`config.mk`:
```
export PLATFORM = sky130hd
export DESIGN_NAME = clk_div_sched
export DESIGN_NICKNAME = d
export VERILOG_FILES = /design/src/rtl/clk_div_sched.sv
export SDC_FILE = /design/constraint.sdc
export NUM_CORES = 1
export LEC_CHECK = 0
export CAP_MARGIN = 30
export CORE_UTILIZATION = 55
export CTS_BUF_LIST = sky130_fd_sc_hd__clkbuf_2
export CTS_CLUSTER_SIZE = 28
export DETAILED_ROUTE_END_ITERATION = 8
export PLACE_DENSITY_LB_ADDON = 0.3
export SYNTH_ARGS = -nofsm -noshare
export SYNTH_HDL_FRONTEND = slang
export SYNTH_SLANG_ARGS = --single-unit
```
`constraint.sdc`:
```
create_clock -name clk -period 6.8 [get_ports clk]
set_input_delay 1.02 -clock clk [delete_from_list [all_inputs] [get_ports clk]]
set_output_delay 1.02 -clock clk [all_outputs]
set_load 0.005 [all_outputs]
```
`src/rtl/clk_div_sched.sv`:
```
`default_nettype none
// ============================================================================
// Module   : clk_div_sched
// Purpose  : Programmable tick-rate controller. Owns the divider counter and
//            emits a one-clk-wide slow_clk tick every (offset+1) cycles.
//            New offsets/counts arrive over a valid/ready handshake and are
//            staged in a shadow register while running, taking effect only on
//            a tick boundary so no runt or stretched periods are produced.
//            Supports continuous (count=0) or N-tick burst operation.
// Ports    : clk, rst_n           - clock, async active-low reset
//            cfg_valid/cfg_ready  - configuration handshake
//            cfg_offset/cfg_count - divide offset / ticks per burst (0=cont.)
//            start, stop          - begin (IDLE only) / abort ticking
//            slow_clk             - tick pulse
//            busy, done           - RUN indicator / burst-complete pulse
//            cur_offset           - offset currently in effect
// Revision : 1.0 - initial release
// ============================================================================
module clk_div_sched #(
    parameter int OFF_W = 31,
    parameter int CNT_W = 16
) (
    input  logic             clk,
    input  logic             rst_n,
    input  logic             cfg_valid,
    output logic             cfg_ready,
    input  logic [OFF_W-1:0] cfg_offset,
    input  logic [CNT_W-1:0] cfg_count,
    input  logic             start,
    input  logic             stop,
    output logic             slow_clk,
    output logic             busy,
    output logic             done,
    output logic [OFF_W-1:0] cur_offset
);

    typedef enum logic [0:0] {
        S_IDLE = 1'b0,
        S_RUN  = 1'b1
    } state_t;

    state_t           r_state;
    state_t           w_state_nxt;

    logic [OFF_W-1:0] r_cnt;
    logic [OFF_W-1:0] r_off;
    logic [CNT_W-1:0] r_count;
    logic [CNT_W-1:0] r_rem;
    logic [OFF_W-1:0] r_sh_off;
    logic [CNT_W-1:0] r_sh_cnt;
    logic             r_sh_full;
    logic             r_done;

    logic             w_hs;
    logic             w_run;
    logic             w_at_end;
    logic             w_tick;
    logic             w_final;
    logic             w_leave;
    logic             w_apply;
    logic             w_start;

    assign w_run    = (r_state == S_RUN);
    assign w_hs     = cfg_valid && cfg_ready;
    // Counter never exceeds the active offset, so equality is a safe wrap
    // test even at the all-ones maximum offset.
    assign w_at_end = w_run && (r_cnt == r_off);
    // stop suppresses a coincident tick entirely.
    assign w_tick   = w_at_end && !stop;
    assign w_final  = w_tick && (r_count != '0) && (r_rem == CNT_W'(1));
    assign w_leave  = w_run && (stop || w_final);
    // Shadow takes effect on a tick boundary, or on the stop edge into IDLE.
    assign w_apply  = r_sh_full && w_run && (stop || w_tick);
    assign w_start  = (r_state == S_IDLE) && start && !stop;

    assign slow_clk   = w_tick;
    assign busy       = w_run;
    assign done       = r_done;
    assign cfg_ready  = !r_sh_full;
    assign cur_offset = r_off;

    // ---------------- state register ----------------
    always_ff @(posedge clk or negedge rst_n) begin
        if (!rst_n) begin
            r_state <= S_IDLE;
        end else begin
            r_state <= w_state_nxt;
        end
    end

    // ---------------- next-state logic ----------------
    always_comb begin
        w_state_nxt = r_state;
        case (r_state)
            S_IDLE:  if (w_start) w_state_nxt = S_RUN;
            S_RUN:   if (w_leave) w_state_nxt = S_IDLE;
            default: w_state_nxt = S_IDLE;
        endcase
    end

    // ---------------- datapath ----------------
    always_ff @(posedge clk or negedge rst_n) begin
        if (!rst_n) begin
            r_cnt     <= '0;
            r_off     <= '0;
            r_count   <= '0;
            r_rem     <= '0;
            r_sh_off  <= '0;
            r_sh_cnt  <= '0;
            r_sh_full <= 1'b0;
            r_done    <= 1'b0;
        end else begin
            r_done <= w_final;

            if (w_start) begin
                r_cnt <= '0;
            end else if (w_run) begin
                if (stop || w_at_end) begin
                    r_cnt <= '0;
                end else begin
                    r_cnt <= r_cnt + OFF_W'(1);
                end
            end

            if (w_apply) begin
                r_off     <= r_sh_off;
                r_count   <= r_sh_cnt;
                r_rem     <= r_sh_cnt;
                r_sh_full <= 1'b0;
            end else begin
                if (w_tick && (r_count != '0)) begin
                    r_rem <= r_rem - CNT_W'(1);
                end
                if (w_hs) begin
                    // A transfer landing on the edge back to IDLE would
                    // otherwise strand in the shadow, so load it directly.
                    if (!w_run || w_leave) begin
                        r_off   <= cfg_offset;
                        r_count <= cfg_count;
                    end else begin
                        r_sh_off  <= cfg_offset;
                        r_sh_cnt  <= cfg_count;
                        r_sh_full <= 1'b1;
                    end
                end
            end

            if (w_start) begin
                r_rem <= w_hs ? cfg_count : r_count;
            end
        end
    end

endmodule
`default_nettype wire

```
; ---- Word-level counts from Yosys, hierarchy flattened
; Index checks and enable logic that the tools add are counted.
[totals]
wordCells = 61
ff_bits = 144
in_bits = 52
[op_classes]
mux = 19
reduce_logical = 25
n_eq_ne = 3
bitwise = 3
n_addsub = 2
[ops]
columns = cell, n
row1 = 2-to-1 mux 31 bit, 6
row2 = 2-to-1 mux 16 bit, 7
row3 = "adder 31 x 1 -> 31 bit, second input constant", 1
row4 = == test 31 bit, 1
row5 = "== test 16 x 1 -> 1 bit, second input constant", 1
row6 = nonzero test 16 bit, 1
row7 = "subtractor 16 x 1 -> 16 bit, second input constant", 1
row8 = logical AND 1 bit, 10
row9 = nonzero test 2 bit, 3
row10 = 2-to-1 mux 1 bit, 5
row11 = logical OR 1 bit, 4
row12 = AND reduction 2 bit, 2
row13 = zero test 1 bit, 3
row14 = NOT 1 bit, 3
row15 = AND reduction 3 bit, 1
row16 = nonzero test 3 bit, 1
row17 = "!= test 2 bit, second input constant", 1
row18 = case mux 1 bit (2 select lines), 1

; ---- Longest topological paths before layout
[depth]
word_depth = 11
ltp_mapped = 9
ltp_nobuf = 8

; ---- Worst setup path after synthesis
; No wires, ideal clock.
[synth_path]
path_type = input -> register
from = in stop
to = reg r_rem[0]
setup_ps = 95
path_stages = 7
setup_slack_ps = 4240
t_arrival_ps = 2465
required_time_ps = 6705
cell_sequence = clkbuf_1 inv_1 nand3_1 clkbuf_1 clkbuf_1 o21ai_0 o31ai_1
[synth_between]
elab_chain_len = 6
[synth_rtl]
columns = element, line_no
row1 = "start, declared", 30  ; input logic stop,
row2 = zero test 1 bit, "69, 74"
row3 = logical AND 1 bit, 69  ; assign w_tick = w_at_end && !stop;
row4 = logical OR 1 bit, 73  ; assign w_apply = r_sh_full && w_run && (stop || w_tick);
row5 = logical AND 1 bit, 73
row6 = 2-to-1 mux 16 bit, 125  ; if (w_apply) begin
row7 = 2-to-1 mux 16 bit, 148  ; if (w_start) begin
row8 = "end signal, assigned", 128  ; r_rem <= r_sh_cnt;
row9 = "end signal, assigned", 132  ; r_rem <= r_rem - CNT_W'(1);
row10 = "end signal, assigned", 149  ; r_rem <= w_hs ? cfg_count : r_count;
row11 = "end, declared", 48  ; logic [CNT_W-1:0] r_rem;
; Parallel ways exist; a longest one is shown, timed or not.
; A chain may end at the register's enable or synchronous reset.

; ---- Worst setup path in the final report
[layout_path]
from = reg r_cnt[1]
to = out slow_clk
[layout_between]
elab_chain_len = 3
[layout_rtl]
columns = element, line_no
row1 = "start, declared", 45  ; logic [OFF_W-1:0] r_cnt;
row2 = "start signal, assigned", 121  ; r_cnt <= r_cnt + OFF_W'(1);
row3 = == test 31 bit, 67  ; assign w_at_end = w_run && (r_cnt == r_off);
row4 = logical AND 1 bit, 67
row5 = logical AND 1 bit, 69
row6 = "end, declared", 31  ; output logic slow_clk,
; Every way passes these cells.

==> flow_summary.ini <==
[outcome]
status = complete, no violations

[die]
die_y_um = 121.4
start_util_pct = 56.48
dieWidth_um = 121.4
placementRows = 43
core_sq_um = 13880
num_io_pins = 87
die-area_sq_um = 14740

[cts]
htree_levels = 4
hold_buffers = 0
tritoncts = yes
path_clk_slew_ps = 230
clk_latency_ps = 770
cts.sinks = 144
numCtsBuffers = 17
ctsResizeCount = 0
root_buffer = clkbuf_2
clockBufferDepth = 2
cts_setup_buffers = 0

[global_route]
antenna_found_initial = 1
grt_util_all_layers_pct = 31.21
grt_overflow = 0
grt_max_degree = 100
grt_pass1_wl_um = 35330
grt_pass1_vias = 6750

[synthesis]
yosys-top-cells-area = dfrtp_1 (46%), xnor2_1 (4.7%), a31oi_1 (4.6%)
ys_seq_area_share_pct = 45.96
synth.top_cells.by_count = dfrtp_1 (144), nand2_1 (68), a31oi_1 (58), nand3_1 (58), nor3_1 (48)
synth_flop_cell = dfrtp_1
yosys_warnings = 0
async_flop_share_pct = 100.0
synth_top_area_cell = dfrtp_1
synthesis.area_sq_um = 7840
synth_area_per_cell_sq_um = 9.573
synth.distinct_cells = 56
synthesis.nets = 874
yosysTopAreaCellShare_pct = 45.96
synth-edff-count = 0
synth.most_common_cell = dfrtp_1
postSynthCellCount = 819
synth_seq_cells = 144

[placed_design]
hpwlAfterDp_um = 14880
portBuffers = 86
dp_cells = 1038
dpl-instance-area_sq_um = 8787
gp_congestion = 0.9329

[timing]
max_slew.worst_pin.slew_ps = 939.1
hold_violations = 0
min_period_over_period_pct = 61.82
setup_viol = 0
slew_violations = 0
relSlewSlack_pct = 37.26
period_needed_ps = 4204
tns_ps = 0
rsz0062_at_grt = false
fin_skew_ps = 46.32
max_clock_freq_ghz = 0.2379
hold_slack_ps = 321.8

[setup_path]
worstSetupStartpointType = flip-flop
worst-setup-path-type = reg2out
critPathMaxFanout = 5
crit_path_end_kind = primary output
cp.arrival_ps = 3180
required_ps = 5780

[cells_and_area]
fillers = 1117
final_core_util_pct = 65.13
nets = 932
regArea_sq_um = 3603
multi_input_area_sq_um = 3913
final_layout_size_suffix_gt1_share_pct = 10.69
instances_no_fill = 1070
fin_area_sq_um = 9041
area_growth_pct = 15.32

[pwr]
p_sw_share_pct = 37.28
peakVddDrop_mv = 0.2876
leakage_nw = 3.581
pwr-share-comb_pct = 33.2
internal_power_mw = 1.850
p_seq_share_pct = 48.4
switching_power_mw = 1.100
pwr_density_cell_nw_per_um2 = 326.3
clockPowerShare_pct = 18.4

[drt]
wl_met3_um = 1945
route.met2.wl_um = 9780
wl_um = 21780
vias = 7180
ant_nets = 0
topRoutingLayerUsed = met4
m1WireLength_um = 9366
drt_iter0_markers = 1068
viasPerCell = 6.710
drc = 0
drtPass1Iterations = 6
detail_route.wl_per_cell_um = 20.35

[job]
max_cap_violations = 0

[hold_path]
hold_path_class = in2async
-- cell families (layout without fill, tap and decap cells) --
kind of cell / count (synthesis) / count (layout) / share of synthesized area (%)
AOI/OAI and AO/OA: 208 / 208 / 16.71
xor gates and xnor gates: 51 / 51 / 5.889
adders and majority gates: 3 / 3 / 0.4788
buffers and inverters: 79 / 149 / 4.548
DFF: 144 / 144 / 45.96
muxes: 52 / 52 / 7.389
other: 0 / 1 / 0
and+or+nand+nor: 282 / 282 / 19.02
-- power groups by stage --
stage          registers, mW  clock network [mW]  logic (mW)
6_report                1.43               0.542       0.979
4_1_cts                 1.42               0.539       0.976
2_1_floorplan           1.34                   0       0.626
3_3_place_gp            1.42                   0       0.934
3_5_place_dp            1.44                   0       0.972
5_1_grt                 1.46               0.578        1.07
-- path summary, 6_finish.rpt --
path | from | end | slack, ps | cells after the start
max in group asynchronous | rst_n | r_cnt[13] | 5290 | 2
setup / recovery | r_cnt[1] | slow_clk | 2600 | 6
hold reg to reg | r_sh_off[25] | r_sh_off[25] | 530 | 1
setup reg to reg | r_cnt[1] | r_sh_off[30] | 3440 | 7
hold / removal | rst_n | r_sh_off[15] | 320 | 1
min in group clk | r_sh_off[25] | r_sh_off[25] | 530 | 1
-- flip-flops by register name (all words and copies together), names as in the netlist --
| name | cells |
|---|---|
| busy | 1 |
| cur_offset | 31 |
| done | 1 |
| r_cnt | 31 |
| r_count | 16 |
| r_rem | 16 |
| r_sh_cnt | 16 |
| r_sh_full | 1 |
| r_sh_off | 31 |
-- cells in the final DEF, fill, tap and decap left out, drive strengths merged, types with 18 or more instances in the layout --
cell type	netlist	layout
dfrtp	144	144
clkdlybuf4s50	0	85
nand2	69	69
o21ai	68	68
nand3	58	58
a31oi	58	58
nor3	48	48
mux2	47	47
xnor2	44	44
a21oi	37	37
nor2	28	28
nand4	25	25
inv	17	20
clkbuf	44	18
-- area by class of cell --
cell class	count	share of cell area (%)
clock inverters	13	1.785
well taps	180	2.491
clock buffers	18	0.9964
diodes	1	0.02768
multi-input cells	596	43.27
repair buffers	101	10.86
inverters	17	0.7058
flip-flops and latches	144	39.86
-- worst max-delay path: stages (launching register included) --
cell and delay [ps]:
dfrtp_1 480, xnor2_1 320, nand4_1 200, nor4_4 500, nand2_2 170, nor2_1 210
clkdlybuf4s50_1 540
-- layer usage --
metal	vias up	track usage, %
met5	-	0
li1	3155	-
met3	69	6.250
met1	3536	44.78
met2	420	45.99
met4	0	12.89
-- stage by stage --
| step | setup slack, ps | power (mW) |
|---|---|---|
| 6_report | 2596 | 2.950 |
| 5_1_grt | 2421 | 3.111 |
| 4_1_cts | 2589 | 2.932 |
| 3_5_place_dp | 3289 | 2.408 |
| 3_3_place_gp | 3313 | 2.358 |
| 2_1_floorplan | 4240 | 1.968 |
No activity file was read; power rests on OpenSTA's default activity.
